===== config.mk =====
export PLATFORM = sky130hd
export DESIGN_NAME = frame_strobe_driver
export DESIGN_NICKNAME = d
export VERILOG_FILES = /design/src/rtl/frame_strobe_driver.sv
export SDC_FILE = /design/constraint.sdc
export NUM_CORES = 1
export LEC_CHECK = 0
export CORE_MARGIN = 2
export CORE_UTILIZATION = 45
export CTS_CLUSTER_SIZE = 25
export DETAILED_ROUTE_END_ITERATION = 8
export HOLD_SLACK_MARGIN = 0.03
export PLACE_DENSITY = 0.85
export SLEW_MARGIN = 5
export SYNTH_ARGS = -nofsm -noshare
export SYNTH_HDL_FRONTEND = slang
export SYNTH_SLANG_ARGS = --single-unit

===== constraint.sdc =====
create_clock -name UserCLK -period 2.64 [get_ports UserCLK]
set_clock_uncertainty 0.1 [all_clocks]
set_input_delay 0.264 -clock UserCLK [delete_from_list [all_inputs] [get_ports UserCLK]]
set_output_delay 0.264 -clock UserCLK [all_outputs]
set_load 0.01 [all_outputs]

===== src/rtl/frame_strobe_driver.sv =====
// frame_strobe_driver
//   Consumes a stream of config words (header, then data) and writes one
//   frame of a configuration column per accepted data word.
//   Header word: [31:24] sync (0xFA), [15:8] column, [4:0] frame index.
//   A good frame takes 4 cycles: header, data, strobe, gap.
//
// Ports
//   UserCLK      clock, rising edge
//   Reset        asynchronous, active-high
//   word_valid   upstream word valid
//   word_data    upstream word (header or data)
//   word_ready   word accepted this cycle when word_valid is also high
//   FrameData    registered frame payload to the column
//   FrameStrobe  one-hot frame write strobe, high for one cycle
//   busy         high whenever not IDLE
//   err_count    saturating count of bad-sync headers and out-of-range indices
module frame_strobe_driver #(
  parameter int MaxFramesPerCol = 20,
  parameter int FrameBitsPerRow = 32,
  parameter int ColumnIndex     = 0
) (
  input  logic                       UserCLK,
  input  logic                       Reset,
  input  logic                       word_valid,
  input  logic [FrameBitsPerRow-1:0] word_data,
  output logic                       word_ready,
  output logic [FrameBitsPerRow-1:0] FrameData,
  output logic [MaxFramesPerCol-1:0] FrameStrobe,
  output logic                       busy,
  output logic [7:0]                 err_count
);

  typedef enum logic [1:0] {IDLE, DATA, STROBE, GAP} state_t;

  state_t     state, state_nxt;
  logic [7:0] col_q;
  logic [4:0] idx_q;
  logic       drop_q;

  logic [7:0] hdr_sync, hdr_col;
  logic [4:0] hdr_idx;
  logic       take, sync_ok, idx_bad, col_bad;

  assign hdr_sync = word_data[31:24];
  assign hdr_col  = word_data[15:8];
  assign hdr_idx  = word_data[4:0];

  assign sync_ok = (hdr_sync == 8'hFA);
  assign idx_bad = (int'(hdr_idx) >= MaxFramesPerCol);
  assign col_bad = (hdr_col != 8'(ColumnIndex));

  // Ready depends on state only, so no input-to-output combinational path.
  assign word_ready = (state == IDLE) || (state == DATA);
  assign busy       = (state != IDLE);
  assign take       = word_valid && word_ready;

  always_ff @(posedge UserCLK or posedge Reset) begin
    if (Reset) state <= IDLE;
    else       state <= state_nxt;
  end

  always_comb begin
    state_nxt = state;
    unique case (state)
      IDLE:    if (take && sync_ok) state_nxt = DATA;
      DATA:    if (take) state_nxt = drop_q ? IDLE : STROBE;
      STROBE:  state_nxt = GAP;
      GAP:     state_nxt = IDLE;
      default: state_nxt = IDLE;
    endcase
  end

  always_ff @(posedge UserCLK or posedge Reset) begin
    if (Reset) begin
      col_q     <= '0;
      idx_q     <= '0;
      drop_q    <= 1'b0;
      FrameData <= '0;
      err_count <= '0;
    end else begin
      if (state == IDLE && take) begin
        if (sync_ok) begin
          col_q  <= hdr_col;
          idx_q  <= hdr_idx;
          drop_q <= col_bad || idx_bad;
        end
        // A column mismatch is someone else's frame, not an error.
        if ((!sync_ok || idx_bad) && err_count != 8'hFF)
          err_count <= err_count + 8'd1;
      end
      // Dropped frames still consume their data word but leave FrameData alone.
      if (state == DATA && take && !drop_q)
        FrameData <= word_data;
    end
  end

  // Strobe decodes straight from registered state, so an async reset
  // kills it in the same cycle.
  always_comb begin
    FrameStrobe = '0;
    for (int i = 0; i < MaxFramesPerCol; i++)
      FrameStrobe[i] = (state == STROBE) && (int'(idx_q) == i);
  end

  // Latched column is kept for visibility of the frame in flight.
  logic col_seen;
  assign col_seen = ^col_q;
  logic unused_ok;
  assign unused_ok = col_seen | 1'b1;

endmodule

==> results of run 1 <==
[report_power, final]
part / total [W] / switching [W] / internal [W]
registers: 0.00126 / 0.000214 / 0.00105
logic: 0.00149 / 0.000513 / 0.000974
clock network: 0.000714 / 0.000240 / 0.000473
total: 0.00346 / 0.000967 / 0.00249
[registers in the layout (all words and copies together) (netlist names), named ones only]
register and flops:
FrameData 32, drop_q 1, err_count 8, idx_q 5, state 1
[worst max-delay path, delay by kind of cell, from the launching register on]
family        cells  cell delay (ns)
buf+inv           1             0.58
flops             1             0.44
simple gates      4             0.77
[area by class of cell]
type / instances / area, um2 / share of cell area, %
Sequential cell: 48 / 1201 / 35.23
Timing Repair Buffer: 98 / 988.4 / 28.99
Multi-Input combinational cell: 112 / 969.7 / 28.44
Clock inverter: 3 / 90.09 / 2.642
Tap cell: 67 / 83.83 / 2.459
Clock buffer: 5 / 68.82 / 2.018
Inverter: 2 / 7.507 / 0.2202
[metrics by stage]
stage | power (W) | worst slack (ns)
after floorplan | 0.001987 | 1.066
after global placement | 0.002733 | 0.5739
after detailed placement | 0.002776 | 0.4968
after CTS | 0.003499 | 0.1766
after global routing | 0.003665 | 0.008519
final | 0.003461 | 0.1919
[Yosys cell counts (all sizes together)]
| master | instances | share of area [%] |
|---|---|---|
| a21oi | 1 | 0.22 |
| a31oi | 1 | 0.28 |
| and3 | 1 | 0.28 |
| and4bb | 1 | 0.56 |
| buf | 4 | 2.0 |
| clkbuf | 2 | 0.34 |
| dfrtp | 48 | 54 |
| ha | 1 | 0.56 |
| inv | 2 | 0.34 |
| mux2 | 38 | 22 |
| nand2 | 6 | 1.0 |
| nand2b | 4 | 1.1 |
| nand3 | 3 | 0.67 |
| nand3b | 2 | 0.67 |
| nand4 | 2 | 0.84 |
| nand4bb | 1 | 1.2 |
| nor2 | 23 | 4.0 |
| nor3 | 9 | 2.5 |
| nor3b | 3 | 1.7 |
| nor4 | 2 | 0.56 |
| nor4b | 1 | 0.67 |
| o211ai | 1 | 0.34 |
| o21a | 1 | 0.34 |
| o21ai | 2 | 0.45 |
| or2 | 1 | 0.28 |
| or4 | 1 | 0.34 |
| xor2 | 7 | 2.7 |
[cells in the final DEF, fill, tap and decap left out, drive strengths merged]
master         netlist  routed
a21oi                1       1
a31oi                1       1
and3                 1       1
and4bb               1       1
buf                  4       2
bufinv               0       3
clkbuf               2       5
clkdlybuf4s50        0      96
dfrtp               48      48
ha                   1       1
inv                  2       2
mux2                38      38
nand2                6       6
nand2b               4       4
nand3                3       3
nand3b               2       2
nand4                2       2
nand4bb              1       1
nor2                23      23
nor3                 9       9
nor3b                3       3
nor4                 2       2
nor4b                1       1
o211ai               1       1
o21a                 1       1
o21ai                2       2
or2                  1       1
or4                  1       1
xor2                 7       7
[per-layer routing]
| layer | global-route usage, % | vias to the layer above | share of wire (%) |
|---|---|---|---|
| li1 | - | 783 | - |
| met1 | 23.36 | 801 | 43 |
| met2 | 30.09 | 64 | 48 |
| met3 | 5.014 | 8 | 6.6 |
| met4 | 4.960 | 0 | 1.6 |
| met5 | 0 | - | 0 |
[worst paths after layout]
path / from / to / slack [ns] / cells after the start
max in group asynchronous: Reset / err_count[6] / 1.70 / 3
min in group UserCLK: FrameData[22] / FrameData[22] / 0.39 / 1
setup / recovery: state[0] / FrameStrobe[12] / 0.19 / 5
hold reg to reg: FrameData[22] / FrameData[22] / 0.39 / 1
hold / removal: Reset / FrameData[20] / 0.34 / 3
setup reg to reg: register / idx_q[4] / 0.92 / 3
[logic make-up (layout without fill, tap and decap cells)]
| family | Yosys count | in the layout | share of synthesized area, % |
|---|---|---|---|
| adders and majority gates | 1 | 1 | 0.5608 |
| DFF | 48 | 48 | 53.84 |
| and+or+nand+nor | 60 | 60 | 16.49 |
| buffers and inverters | 8 | 108 | 2.692 |
| xor gates and xnor gates | 7 | 7 | 2.748 |
| muxes | 38 | 38 | 22.04 |
| AOI/OAI and AO/OA | 6 | 6 | 1.626 |
==> results by group, run 1 <==
Place
  • DP Area: approximately 3300 um2
  • I/O Buffers: 96
  • Placed insts: between 300 and 400
  • Dpl hpwl: ~3.6 mm
  • Placer Congestion: 0.7805

Synthesis
  • Synthesized cell area: 2231 um2
  • Yosys warning count: 0
  • Post-Syn Nets: about 200
  • Synthesized area per cell: roughly 13 um2
  • FF+latch count, synth: between 40 and 50
  • Yosys cell types: 35
  • Instance count of the mapped netlist: approximately 170
  • Sequential fraction of the synthesis area: a little over half

Global routing
  • First-pass GRT wire length: 7.659 mm
  • Initial antenna violation count: 0
  • Maximum number of pins on one net before global-route repair: 49
  • Total global-route track usage: 18.09%
  • Gr ovfl total: 0
  • Vias in the first global route: ~1500

Clock tree
  • Worst-Skew Late Latency: approximately 0.29 ns
  • Clk buf depth: 2
  • CTS buffer count: 5
  • Post-CTS setup buffers: 0
  • Htree depth: 2
  • Clk root buf: clkbuf_8
  • Post-CTS Hold Buffers: 0
  • Cts repair resizes: 0
  • CTS tree: yes
  • Clock sink count: 48
  • Clock-pin slew on the worst setup and hold paths: approximately 0.09 ns

Worst setup path
  • Crit Path Category: register to primary output
  • CP arrival: 2.08 ns
  • Startpoint Class: register
  • Critical path peak fanout: 6
  • CP Cell Sequence: nand2b_1, nor2_1, nand3_1, nor3_1, clkdlybuf4s50_1
  • CP max stage delay: about 0.58 ns
  • Critical Path End Type: primary output
  • CP required: roughly 2.3 ns
  • Slowest CP cell: clkdlybuf4s50_1

Timing
  • Setup TNS Final: 0 ns
  • Crit path time final: roughly 2.4 ns
  • Final setup violation count: 0
  • RSZ-0062 raised after global routing: false
  • Hold_ws: between 0.3 and 0.4 ns
  • Final hold vios: 0
  • Relative slew slack: 60.64%
  • Worst-Margin Slew: roughly 0.59 ns
  • Max Slew Vio Count: 0
  • Fmax: between 0.4 and 0.5 GHz
  • Final Cycle Share: 92.73%

Routing
  • DR vias: 1656
  • Avg WL per Cell: around 14 um
  • Total Wirelength: between 4 and 5 mm
  • DRC: 0
  • ANT nets after route: 0
  • Drt first-iter violations: 51
  • Pre-antenna DRT Iters: 4
  • Post-DR vias/cell: 4.943

Layout
  • Final instance area: 3410 um2
  • Core Util, Final: just over 70%
  • Filler instances: 365
  • Non-Filler Instances: between 300 and 400
  • Share of cells above drive strength 1: between 20% and 30%
  • Final #Nets: about 300
  • Area delta synth->final: 52.83%
  • Antenna cell count: 0

Power and ir drop
  • Worst VDD drop: around 640 uV
  • Power Density: 1015 nW/um2
  • Leak Pwr: approximately 1.4 nW

Floorplan
  • Die area: 5537 um2
  • Core Area: between 4000 and 5000 um2
  • Initial core utilization: between 40% and 50%
  • Row cnt: 25
  • Die width: ~74 um
  • Total I/O pin count: between 90 and 100
  • Die H: between 70 and 80 um

Run status
  • Status: complete, no violations

Worst hold path
  • Hold Crit Class: input port to asynchronous set/reset pin

Job
  • Max_cap viols: 0
No activity file was read; power rests on OpenSTA's default activity.
==> run 2: changes to the inputs <==
Settings changed: ABC_CLOCK_PERIOD_IN_PS set to 2640.
==> results of run 2 <==
Final layout, timing and power as in run 1 (identical DEF).
==> run 3: changes to the inputs <==
Settings changed: CTS_CLUSTER_SIZE 25 to 20, SETUP_SLACK_MARGIN set to 0.02, SKIP_LAST_GASP set to 1.
==> results by group, run 3 (synthesized netlist as in run 1, its figures left out) <==
Run status
  • Status: complete, no violations

Floorplan
  • Total I/O pin count: 97 (unchanged)
  • Die area: 5537 um2 (unchanged)
  • Core Area: 4755 um2 (unchanged)
  • Die H: 74.41 um (unchanged)
  • Die width: 74.41 um (unchanged)
  • Initial core utilization: 46.92% (unchanged)
  • Row cnt: 25 (unchanged)

Routing
  • DRC: 0 (unchanged)
  • Post-DR vias/cell: 4.955 (+0.24%)
  • Pre-antenna DRT Iters: 4 (unchanged)
  • DR vias: 1660 (+0.24%)
  • ANT nets after route: 0 (unchanged)
  • Drt first-iter violations: 58 (+14%)
  • Avg WL per Cell: 14.13 um (+0.17%)
  • Total Wirelength: 4.734 mm (+0.17%)

Worst setup path
  • Critical Path End Type: primary output
  • Startpoint Class: register
  • Delay-heaviest family, CP: simple AND/OR/NAND/NOR gates
  • Crit Path Category: register to primary output
  • CP Cell Sequence: nand2b_1, nor2_2, nand3_1, nor3_1, clkdlybuf4s50_1
  • CP required: 2.28 ns (about the same)
  • CP max stage delay: 0.58 ns (about the same)
  • Slowest CP cell: clkdlybuf4s50_1
  • Critical path peak fanout: 6 (unchanged)
  • CP arrival: 2.04 ns (-0.04 ns)
  • Critical path buffers and inverters: 1 (unchanged)

Timing
  • Setup TNS Final: 0 ns (unchanged)
  • Final setup violation count: 0 (unchanged)
  • Final worst slack: 0.2349 ns (+0.04299 ns)
  • Final hold vios: 0 (unchanged)
  • RSZ-0062 raised after global routing: false
  • Final Cycle Share: 91.10% (-1.6 points)
  • Fmax: 0.4158 GHz (+1.8%)
  • Relative slew slack: 60.67% (about the same)
  • Max Slew Vio Count: 0 (unchanged)
  • Worst-Margin Slew: 0.5899 ns (-0.0004820 ns)
  • Crit path time final: 2.405 ns (-0.04299 ns)

Global routing
  • Maximum number of pins on one net before global-route repair: 49 (unchanged)
  • Initial antenna violation count: 0 (unchanged)
  • Vias in the first global route: 1548 (unchanged)
  • First-pass GRT wire length: 7.659 mm (unchanged)
  • Gr ovfl total: 0 (unchanged)
  • Total global-route track usage: 18.09% (unchanged)

Worst hold path
  • Hold Crit Class: input port to asynchronous set/reset pin

Power and ir drop
  • Power Density: 1015 nW/um2 (about the same)
  • Worst VDD drop: 637.4 uV (about the same)
  • Leak Pwr: 1.437 nW (about the same)

Place
  • Placed insts: 327 (unchanged)
  • Worst slack, placed: 0.4968 ns (unchanged)
  • Dpl hpwl: 3.569 mm (unchanged)
  • I/O Buffers: 96 (unchanged)
  • Placer Congestion: 0.7805 (unchanged)

Layout
  • Max FFs per register: 32 (unchanged)
  • Antenna cell count: 0 (unchanged)
  • Largest regs: FrameData (32), err_count (8), idx_q (5)
  • Most common cell after layout, fill and taps aside: clkdlybuf4s50_1
  • Non-Filler Instances: 335 (unchanged)
  • Commonest cells after routing, fill and taps aside: 96 x clkdlybuf4s50_1, 48 x dfrtp_1, 21 x nor2_1
  • Share of cells above drive strength 1: 21.27% (+0.37 points)
  • Final #Nets: 303 (unchanged)
  • Area delta synth->final: 52.94% (about the same)
  • Largest Register: FrameData
  • Filler instances: 363 (-0.55%)

Clock tree
  • Post-CTS Hold Buffers: 0 (unchanged)
  • Clk buf depth: 2 (unchanged)
  • CTS buffer count: 5 (unchanged)
  • Htree depth: 2 (unchanged)
  • Worst-Skew Late Latency: 0.29 ns (about the same)
  • Clk root buf: clkbuf_8
  • CTS tree: yes
  • Clock sink count: 48 (unchanged)
  • Clock-pin slew on the worst setup and hold paths: 0.09 ns (about the same)

Job
  • Max_cap viols: 0 (unchanged)
[run 3: final cells by class]
type                    count  area, um2  area share [%]
flip-flops and latches     48       1201           35.20
well taps                  67      83.83           2.457
multi-input cells         112      972.2           28.49
clock inverters             3      90.09           2.640
clock buffers               5      68.82           2.017
inverters                   2      7.507          0.2200
repair buffers             98      988.4           28.97
[run 3: power breakdown]
| part | total [W] | switching [W] | internal [W] |
|---|---|---|---|
| Sequential | 0.00126 | 0.000213 | 0.00105 |
| Clock | 0.000714 | 0.000240 | 0.000473 |
| Combinational | 0.00149 | 0.000515 | 0.000975 |
| Total | 0.00346 | 0.000968 | 0.00249 |
[run 3: final timing paths]
check	start	endpoint	slack [ns]	cells after the start
min	Reset	FrameData[20]	0.34	3
max in group asynchronous	Reset	err_count[6]	1.71	3
max	state[0]	FrameStrobe[12]	0.23	5
min in group UserCLK	FrameData[22]	FrameData[22]	0.39	1
max reg2reg	register	idx_q[4]	0.91	3
min reg2reg	FrameData[22]	FrameData[22]	0.39	1
[run 3: timing repair]
| action | in CTS | in global routing |
|---|---|---|
| setup buffers | 0 | 0 |
| hold endpoints to repair | 0 | 0 |
| resized for setup | 0 | 1 |
| endpoints found under the setup margin | 0 | 1 |
[run 3: through the flow]
stage               hold slack, ns  util (%)  total power [W]  cell area, um2
finish                      0.3368     71.76         0.003463            3412
global route                0.3972     71.76         0.003668            3412
CTS                         0.3648     71.71         0.003499            3410
detailed placement          0.3737     68.37         0.002776            3251
global placement            0.3689     68.37         0.002733            3251
floorplan                   0.2987         -         0.001987            2231
[run 3: worst reg2reg max path: stages (launching register included)]
cell and delay [ns]:
dfrtp_1 0.45, nor3b_2 0.27, nor3b_4 0.42, mux2_2 0.38
[run 3: layer usage]
metal / track usage (%) / share of wire (%) / wire length (um) / vias up
li1: - / - / - / 781
met1: 23.36 / 43 / 2045 / 809
met2: 30.09 / 49 / 2299 / 62
met3: 5.014 / 6.6 / 312 / 8
met4: 4.960 / 1.6 / 76 / 0
met5: 0 / 0 / 0 / -
